<file path="src/rtl/pwm_reg_pkg.sv">
// Shared constants for the PWM register bank: address map, CTRL bits, key codes, lock states.
// Latency: n/a (declarations only).
// Backpressure: n/a (declarations only).
package pwm_reg_pkg;

    // Global register addresses
    localparam int ADDR_CTRL    = 8'h00;
    localparam int ADDR_PSC     = 8'h01;
    localparam int ADDR_ARR     = 8'h02;
    localparam int ADDR_STATUS  = 8'h03;
    localparam int ADDR_IER     = 8'h04;
    localparam int ADDR_KEY     = 8'h05;

    // Per-channel register window: base + stride*n + offset
    localparam int ADDR_CH_BASE = 8'h10;
    localparam int CH_STRIDE    = 4;
    localparam int CH_OFF_START = 0;
    localparam int CH_OFF_END   = 1;
    localparam int CH_OFF_CFG   = 2;
    localparam int CH_OFF_DTG   = 3;

    // CTRL bit positions
    localparam int CTRL_CEN     = 0;
    localparam int CTRL_ARPE    = 1;
    localparam int CTRL_UG      = 2;

    // Write-protect key bytes (compared against the low byte of a KEY write)
    localparam logic [7:0] KEY_LOCK = 8'hCC;
    localparam logic [7:0] KEY1     = 8'hA5;
    localparam logic [7:0] KEY2     = 8'h5A;

    // Deadtime comes out of reset at one tick so the outputs never overlap
    localparam logic [7:0] DTG_RST  = 8'h01;

    typedef enum logic [1:0] {
        ST_UNLOCKED = 2'd0,
        ST_LOCKED   = 2'd1,
        ST_KEY1     = 2'd2
    } lock_state_t;

    // Absolute address of a channel register
    function automatic int ch_addr(input int ch, input int off);
        return ADDR_CH_BASE + CH_STRIDE * ch + off;
    endfunction

endpackage

</file>
<file path="src/rtl/pwm_shadow_reg.sv">
// One preload/active register pair: bus writes land in preload, active drives the PWM core.
// Latency: preload 1 cycle after write; active 1 cycle after write (arpe=0) or after update (arpe=1).
// Backpressure: none; every write strobe is accepted in the cycle it is presented.
module pwm_shadow_reg #(
    parameter int             W       = 16,
    parameter logic [W-1:0]   RST_VAL = '0
) (
    input  logic         clk,
    input  logic         rst,
    input  logic         wr,
    input  logic [W-1:0] data,
    input  logic         arpe,
    input  logic         update,
    output logic [W-1:0] preload,
    output logic [W-1:0] active
);

    // Preload captures writes; active either tracks preload or reloads on an update.
    // An update that coincides with a write transfers the old preload, the new
    // value waits for the next update.
    always_ff @(posedge clk) begin
        if (rst) begin
            preload <= RST_VAL;
            active  <= RST_VAL;
        end else begin
            if (wr) begin
                preload <= data;
            end
            if (update) begin
                active <= preload;
            end else if (!arpe) begin
                active <= wr ? data : preload;
            end
        end
    end

endmodule

</file>
<file path="src/rtl/pwm_register_bank.sv">
// PWM configuration bank: preload/active register sets, write-protect keys, W1C status with irq, registered reads.
// Latency: reads 1 cycle; active outputs 1 cycle after write (ARPE=0) or after uev/UG (ARPE=1); irq 1 cycle after flag.
// Backpressure: none; bus accepts a read and/or write every cycle, protected writes are silently dropped.
module pwm_register_bank
    import pwm_reg_pkg::*;
#(
    parameter int WIDTH  = 16,
    parameter int NUM_CH = 4,
    parameter int ADDR_W = 8
) (
    input  logic                    clk_psc_i,
    input  logic                    rst_i,
    input  logic                    wr_en_i,
    input  logic                    rd_en_i,
    input  logic [ADDR_W-1:0]       addr_i,
    input  logic [WIDTH-1:0]        wr_data_i,
    output logic [WIDTH-1:0]        rd_data_o,
    output logic                    rd_valid_o,
    input  logic                    uev_i,
    input  logic [NUM_CH-1:0]       cc_evt_i,
    output logic                    cen_o,
    output logic [WIDTH-1:0]        psc_o,
    output logic [WIDTH-1:0]        arr_o,
    output logic [NUM_CH*WIDTH-1:0] cmp_start_o,
    output logic [NUM_CH*WIDTH-1:0] cmp_end_o,
    output logic [NUM_CH*WIDTH-1:0] cfg_o,
    output logic [NUM_CH*8-1:0]     dtg_o,
    output logic                    update_o,
    output logic                    irq_o,
    output logic                    locked_o
);

    lock_state_t       lock_q;
    lock_state_t       lock_d;

    logic              cen_q;
    logic              arpe_q;
    logic              update_q;
    logic              irq_q;
    logic [NUM_CH:0]   status_q;
    logic [NUM_CH:0]   ier_q;
    logic [NUM_CH:0]   status_set;
    logic [NUM_CH:0]   status_clr;
    logic [WIDTH-1:0]  rd_data_q;
    logic              rd_valid_q;
    logic [WIDTH-1:0]  rd_mux;

    logic [WIDTH-1:0]  psc_pre;
    logic [WIDTH-1:0]  arr_pre;
    logic [WIDTH-1:0]  start_pre [NUM_CH];
    logic [WIDTH-1:0]  end_pre   [NUM_CH];
    logic [WIDTH-1:0]  cfg_pre   [NUM_CH];
    logic [7:0]        dtg_pre   [NUM_CH];

    logic              wr_ctrl;
    logic              wr_psc;
    logic              wr_arr;
    logic              wr_status;
    logic              wr_ier;
    logic              wr_key;
    logic              wr_open;
    logic              ug;
    logic              update;
    logic [7:0]        key_byte;

    // ------------------------------------------------------------------
    // Global address decode
    // ------------------------------------------------------------------
    assign wr_ctrl   = wr_en_i && (addr_i == ADDR_W'(ADDR_CTRL));
    assign wr_psc    = wr_en_i && (addr_i == ADDR_W'(ADDR_PSC));
    assign wr_arr    = wr_en_i && (addr_i == ADDR_W'(ADDR_ARR));
    assign wr_status = wr_en_i && (addr_i == ADDR_W'(ADDR_STATUS));
    assign wr_ier    = wr_en_i && (addr_i == ADDR_W'(ADDR_IER));
    assign wr_key    = wr_en_i && (addr_i == ADDR_W'(ADDR_KEY));
    assign key_byte  = wr_data_i[7:0];

    // Timing registers only accept writes in the fully unlocked state; KEY1 counts as locked.
    assign wr_open   = (lock_q == ST_UNLOCKED);

    // UG is always writable and behaves like a software uev.
    assign ug        = wr_ctrl && wr_data_i[CTRL_UG];
    assign update    = arpe_q && (uev_i || ug);

    // ------------------------------------------------------------------
    // Preload/active pairs
    // ------------------------------------------------------------------
    pwm_shadow_reg #(
        .W       (WIDTH),
        .RST_VAL ({WIDTH{1'b0}})
    ) u_psc (
        .clk     (clk_psc_i),
        .rst     (rst_i),
        .wr      (wr_psc && wr_open),
        .data    (wr_data_i),
        .arpe    (arpe_q),
        .update  (update),
        .preload (psc_pre),
        .active  (psc_o)
    );

    pwm_shadow_reg #(
        .W       (WIDTH),
        .RST_VAL ({WIDTH{1'b1}})
    ) u_arr (
        .clk     (clk_psc_i),
        .rst     (rst_i),
        .wr      (wr_arr && wr_open),
        .data    (wr_data_i),
        .arpe    (arpe_q),
        .update  (update),
        .preload (arr_pre),
        .active  (arr_o)
    );

    for (genvar n = 0; n < NUM_CH; n++) begin : g_ch
        logic wr_start;
        logic wr_end;
        logic wr_cfg;
        logic wr_dtg;

        assign wr_start = wr_en_i && wr_open && (addr_i == ADDR_W'(ch_addr(n, CH_OFF_START)));
        assign wr_end   = wr_en_i && wr_open && (addr_i == ADDR_W'(ch_addr(n, CH_OFF_END)));
        assign wr_cfg   = wr_en_i && wr_open && (addr_i == ADDR_W'(ch_addr(n, CH_OFF_CFG)));
        assign wr_dtg   = wr_en_i && wr_open && (addr_i == ADDR_W'(ch_addr(n, CH_OFF_DTG)));

        pwm_shadow_reg #(
            .W       (WIDTH),
            .RST_VAL ({WIDTH{1'b0}})
        ) u_start (
            .clk     (clk_psc_i),
            .rst     (rst_i),
            .wr      (wr_start),
            .data    (wr_data_i),
            .arpe    (arpe_q),
            .update  (update),
            .preload (start_pre[n]),
            .active  (cmp_start_o[n*WIDTH +: WIDTH])
        );

        pwm_shadow_reg #(
            .W       (WIDTH),
            .RST_VAL ({WIDTH{1'b0}})
        ) u_end (
            .clk     (clk_psc_i),
            .rst     (rst_i),
            .wr      (wr_end),
            .data    (wr_data_i),
            .arpe    (arpe_q),
            .update  (update),
            .preload (end_pre[n]),
            .active  (cmp_end_o[n*WIDTH +: WIDTH])
        );

        pwm_shadow_reg #(
            .W       (WIDTH),
            .RST_VAL ({WIDTH{1'b0}})
        ) u_cfg (
            .clk     (clk_psc_i),
            .rst     (rst_i),
            .wr      (wr_cfg),
            .data    (wr_data_i),
            .arpe    (arpe_q),
            .update  (update),
            .preload (cfg_pre[n]),
            .active  (cfg_o[n*WIDTH +: WIDTH])
        );

        pwm_shadow_reg #(
            .W       (8),
            .RST_VAL (DTG_RST)
        ) u_dtg (
            .clk     (clk_psc_i),
            .rst     (rst_i),
            .wr      (wr_dtg),
            .data    (wr_data_i[7:0]),
            .arpe    (arpe_q),
            .update  (update),
            .preload (dtg_pre[n]),
            .active  (dtg_o[n*8 +: 8])
        );
    end

    // ------------------------------------------------------------------
    // Control, status and interrupt
    // ------------------------------------------------------------------
    assign status_set = {cc_evt_i, uev_i || ug};
    assign status_clr = wr_status ? wr_data_i[NUM_CH:0] : '0;

    // CTRL/STATUS/IER state; set beats W1C, irq looks at the flags already stored.
    always_ff @(posedge clk_psc_i) begin
        if (rst_i) begin
            cen_q    <= 1'b0;
            arpe_q   <= 1'b0;
            status_q <= '0;
            ier_q    <= '0;
            irq_q    <= 1'b0;
            update_q <= 1'b0;
        end else begin
            if (wr_ctrl) begin
                cen_q <= wr_data_i[CTRL_CEN];
                if (wr_open) begin
                    arpe_q <= wr_data_i[CTRL_ARPE];
                end
            end
            if (wr_ier) begin
                ier_q <= wr_data_i[NUM_CH:0];
            end
            status_q <= (status_q & ~status_clr) | status_set;
            irq_q    <= |(status_q & ier_q);
            update_q <= update;
        end
    end

    // ------------------------------------------------------------------
    // Write-protect key FSM
    // ------------------------------------------------------------------

    // Lock state register.
    always_ff @(posedge clk_psc_i) begin
        if (rst_i) begin
            lock_q <= ST_UNLOCKED;
        end else begin
            lock_q <= lock_d;
        end
    end

    // Lock next-state: 0xCC locks from anywhere; 0xA5 then 0x5A back-to-back unlocks.
    always_comb begin
        lock_d = lock_q;
        if (wr_key && (key_byte == KEY_LOCK)) begin
            lock_d = ST_LOCKED;
        end else begin
            case (lock_q)
                ST_LOCKED: begin
                    if (wr_key && (key_byte == KEY1)) begin
                        lock_d = ST_KEY1;
                    end
                end
                ST_KEY1: begin
                    if (wr_en_i) begin
                        lock_d = (wr_key && (key_byte == KEY2)) ? ST_UNLOCKED : ST_LOCKED;
                    end
                end
                default: begin
                    lock_d = lock_q;
                end
            endcase
        end
    end

    // ------------------------------------------------------------------
    // Read path
    // ------------------------------------------------------------------

    // Read mux over preload copies; sees pre-write state for same-cycle read+write.
    always_comb begin
        rd_mux = '0;
        if (addr_i == ADDR_W'(ADDR_CTRL)) begin
            rd_mux = WIDTH'({arpe_q, cen_q});
        end else if (addr_i == ADDR_W'(ADDR_PSC)) begin
            rd_mux = psc_pre;
        end else if (addr_i == ADDR_W'(ADDR_ARR)) begin
            rd_mux = arr_pre;
        end else if (addr_i == ADDR_W'(ADDR_STATUS)) begin
            rd_mux = WIDTH'(status_q);
        end else if (addr_i == ADDR_W'(ADDR_IER)) begin
            rd_mux = WIDTH'(ier_q);
        end
        for (int n = 0; n < NUM_CH; n++) begin
            if (addr_i == ADDR_W'(ch_addr(n, CH_OFF_START))) rd_mux = start_pre[n];
            if (addr_i == ADDR_W'(ch_addr(n, CH_OFF_END)))   rd_mux = end_pre[n];
            if (addr_i == ADDR_W'(ch_addr(n, CH_OFF_CFG)))   rd_mux = cfg_pre[n];
            if (addr_i == ADDR_W'(ch_addr(n, CH_OFF_DTG)))   rd_mux = WIDTH'(dtg_pre[n]);
        end
    end

    // Registered read data; holds its last value between reads.
    always_ff @(posedge clk_psc_i) begin
        if (rst_i) begin
            rd_data_q  <= '0;
            rd_valid_q <= 1'b0;
        end else begin
            rd_valid_q <= rd_en_i;
            if (rd_en_i) begin
                rd_data_q <= rd_mux;
            end
        end
    end

    assign rd_data_o  = rd_data_q;
    assign rd_valid_o = rd_valid_q;
    assign cen_o      = cen_q;
    assign update_o   = update_q;
    assign irq_o      = irq_q;
    assign locked_o   = (lock_q != ST_UNLOCKED);

endmodule

</file>
<file path="config.mk">
export PLATFORM = sky130hd
export DESIGN_NAME = pwm_register_bank
export DESIGN_NICKNAME = d
export VERILOG_FILES = /design/src/rtl/pwm_reg_pkg.sv /design/src/rtl/pwm_shadow_reg.sv /design/src/rtl/pwm_register_bank.sv
export SDC_FILE = /design/constraint.sdc
export NUM_CORES = 1
export LEC_CHECK = 0
export CAP_MARGIN = 15
export CELL_PAD_IN_SITES_DETAIL_PLACEMENT = 1
export CELL_PAD_IN_SITES_GLOBAL_PLACEMENT = 1
export CORE_MARGIN = 2
export CORE_UTILIZATION = 43
export DETAILED_ROUTE_END_ITERATION = 7
export GPL_TIMING_DRIVEN = 0
export PLACE_DENSITY = 0.84
export SYNTH_ARGS = -nofsm -noshare
export SYNTH_HDL_FRONTEND = slang
export SYNTH_SLANG_ARGS = --single-unit
export TNS_END_PERCENT = 30
</file>
<file path="constraint.sdc">
create_clock -name clk_psc_i -period 3 [get_ports clk_psc_i]
set_input_delay 0.6 -clock clk_psc_i [delete_from_list [all_inputs] [get_ports clk_psc_i]]
set_output_delay 0.6 -clock clk_psc_i [all_outputs]
set_load 0.005 [all_outputs]
</file>
==> impl_metrics.csv <==
group,metric,value,unit
min_path,hold_path_class,"register to register",
status,outcome,"finished, violations left",
cells_and_area,layout_commonest_cell,"dfxtp_1",
critical_path,worstPathRequired,3.48,ns
placement,hpwl,104,mm
timing,fin_crit_sh,1.05,
global_route,antenna_found_initial,7,
critical_path,max_stage_delay,0.86,ns
timing,rsz0062_at_grt,"yes",
placement,numPortBuffers,309,
route,drtPass1Iterations,5,
status,violations,"negative setup slack",
timing,tightest_slew,1.41,ns
cts,root_buffer,"clkbuf_16",
cells_and_area,multi_input_area,12700,um2
cts,numCtsBuffers,57,
timing,max_freq,0.316,GHz
route,routed_via_density,6.60,
floorplan,die_height,243,um
timing,hold-worst-slack,0.483,ns
timing,fin_setup_tns,-1.28,ns
timing,finClkSkew,0.0445,ns
critical_path,arrival,3.64,ns
critical_path,startpoint_type,"register",
route,vias,25300,
power_and_ir_drop,p_switching,4.10,mW
cells_and_area,most-common-layout-cells,"dfxtp_1 (545), mux2i_1 (393), clkdlybuf4s50_1 (305)",
floorplan,rows,87,
power_and_ir_drop,finalPower,15.8,mW
power_and_ir_drop,power_density,507,nW/um2
floorplan,dieArea,59000,um2
placement,place.gp.congestion,1.04,
route,antenna_left,0,
power_and_ir_drop,combPwrFrac,0.073,
critical_path,worstPathCellList,"clkinv_1 -> clkbuf_1 -> buf_8 -> clkbuf_1 -> o2bb2ai_1",
global_route,grt_max_degree,20,
cts,cts_buffer_depth,3,
cts,clock_latency,0.64,ns
timing,drv_slew,0,
synthesis,synth_enable_flop_cells,0,
floorplan,num_io_pins,310,
floorplan,die_w,243,um
route,drtIter0Drc,2838,
timing,period_needed,3.16,ns
synthesis,synth.avg_cell_area,9.34,um2
global_route,grt_usage,0.454,
critical_path,cpMostUsedCell,"clkbuf_1",
global_route,grt-ovfl-total,0,
power_and_ir_drop,power_frac_seq,0.460,
synthesis,synth_cell_type_count,77,
global_route,grt_pass1_vias,25800,
critical_path,critPathCaptureType,"register",
timing,slew_headroom,0.0597,
cts,htree_levels,2,
route,wl_per_cell,36.2,um
floorplan,start_util,0.436,
synthesis,ys_async_sr_fraction,0,
synthesis,yosys_most_used_dff,"dfxtp_1",
synthesis,yosysWarnings,0,
cells_and_area,regArea,10900,um2
route,route.detailed.drc,0,
cells_and_area,n_fill_cell,6360,
power_and_ir_drop,p_clk_frac,0.467,
synthesis,syn_area,24600,um2
cts,cts_sinks,545,
timing,setup_slack,-0.161,ns
synthesis,syn-num-nets,2664,
critical_path,crit_slowest_cell,"dfxtp_1",
power_and_ir_drop,intPower,11.7,mW
global_route,grt_pass1_wl,193,mm
run,drv_cap,0,
cells_and_area,drive_gt1_frac,0.107,
cts,cts_tree,"built",
cells_and_area,synthToLayoutAreaGrowth,27.0,%
power_and_ir_drop,p_sw_frac,0.259,
synthesis,synthCells,2631,
route,routed_wl,139,mm
synthesis,ys_seq_elements,545,
power_and_ir_drop,p_leak,11.3,nW
timing,finalHoldViolCount,0,
critical_path,criticalPathCategory,"register to register",
floorplan,core-area,56400,um2
timing,finalSetupViolations,13,
cells_and_area,nNetsFinal,3053,
synthesis,seq_area_frac_synth,0.444,
cts,clkTransAtPathRegs,0.06,ns
power_and_ir_drop,peakVddDrop,0.503,mV
critical_path,crit_fanout,10,
## repair_timing
item | 4_1_cts | 5_1_grt
hold buffers | 0 | 0
resized for setup | 105 | 53
pin swaps | 7 | 4
setup endpoints to repair | 445 | 163
buffers inserted | 12 | 3
## stage by stage
stage	instance area (um2)	instances	setup slack, ns	util
floorplan	24600	2631	0.385	-
global placement	28600	3696	-2.38	0.507
detailed placement	28700	3704	-1.95	0.509
CTS	31000	3817	0.00106	0.549
global route	31200	3822	-0.00874	0.553
finish	31200	3826	-0.161	0.553
## final cells by class
| type | count | area share |
|---|---|---|
| plain buffers | 249 | 0.0439 |
| clock buffers | 80 | 0.0527 |
| diodes | 4 | 0.000321 |
| inverters | 8 | 0.000963 |
| flip-flops and latches | 545 | 0.350 |
| multi-input cells | 1825 | 0.406 |
| repair buffers | 334 | 0.108 |
| clock inverters | 25 | 0.00810 |
| well taps | 756 | 0.0303 |
## layer usage
metal,global-route usage,vias to the layer above,share of wire
li1,-,10400,-
met1,0.551,12800,0.38
met2,0.722,1595,0.45
met3,0.0963,500,0.089
met4,0.311,4,0.081
met5,0,-,0.00023
## worst max-delay path, delay by kind of cell (launching register included)
family | cells | cell delay [ns]
AOI/OAI and AO/OA | 1 | 0.31
buffers and inverters | 4 | 1.79
DFF | 1 | 0.86
## state kept, by name, indices dropped and copies added, names as in the netlist, 2 cells and up
name	cells
g_ch.u_dtg.active	32
u_psc.active	16
u_arr.active	16
g_ch.u_end.active	64
g_ch.u_cfg.active	64
g_ch.u_start.preload	64
g_ch.u_cfg.preload	64
lock_q	2
u_arr.preload	16
g_ch.u_dtg.preload	32
status_q	5
g_ch.u_start.active	64
u_psc.preload	16
g_ch.u_end.preload	64
ier_q	5
rd_data_o	16
## final timing paths
kind | startpoint | to | slack, ns | cells after the start
worst max-delay path | arpe_q | g_ch[0].u_end.active[7] | -0.16 | 5
worst min-delay path | g_ch[0].u_dtg.active[7] | g_ch[0].u_dtg.active[7] | 0.48 | 2
worst max register to register | arpe_q | g_ch[0].u_end.active[7] | -0.16 | 5
worst min register to register | g_ch[0].u_dtg.active[7] | g_ch[0].u_dtg.active[7] | 0.48 | 2
## cells in the mapped netlist (20+ instances only)
cell type,number,area [um2]
a21oi_1,180,901
o2bb2ai_1,195,1710
o22ai_1,20,125
buf_2,53,265
o21ai_0,40,200
dfxtp_1,545,10900
nor2b_1,26,163
mux2i_1,397,3970
nand2b_1,37,231
nand3_1,139,696
and2_1,42,263
a311oi_1,45,394
buf_6,21,236
clkbuf_1,157,589
nand2_1,269,1010
nor2_1,184,691
## cells by family (layout without fill, tap and decap cells)
kind of cell	count (synthesis)	in the layout	synth area share
compound gates	628	628	0.185
other cells	0	4	0
simple gates	787	787	0.152
mux	410	410	0.168
buf+inv	261	696	0.0504
flops	545	545	0.444
## power by group through the flow
stage,clock network [mW],logic (mW),registers [mW]
after floorplan,0,0.506,7.42
after global placement,0,1.02,7.43
after detailed placement,0,1.04,7.43
after CTS,7.33,1.09,7.27
after global routing,7.62,1.15,7.27
final,7.40,1.16,7.27
No activity file was read; power rests on OpenSTA's default activity.
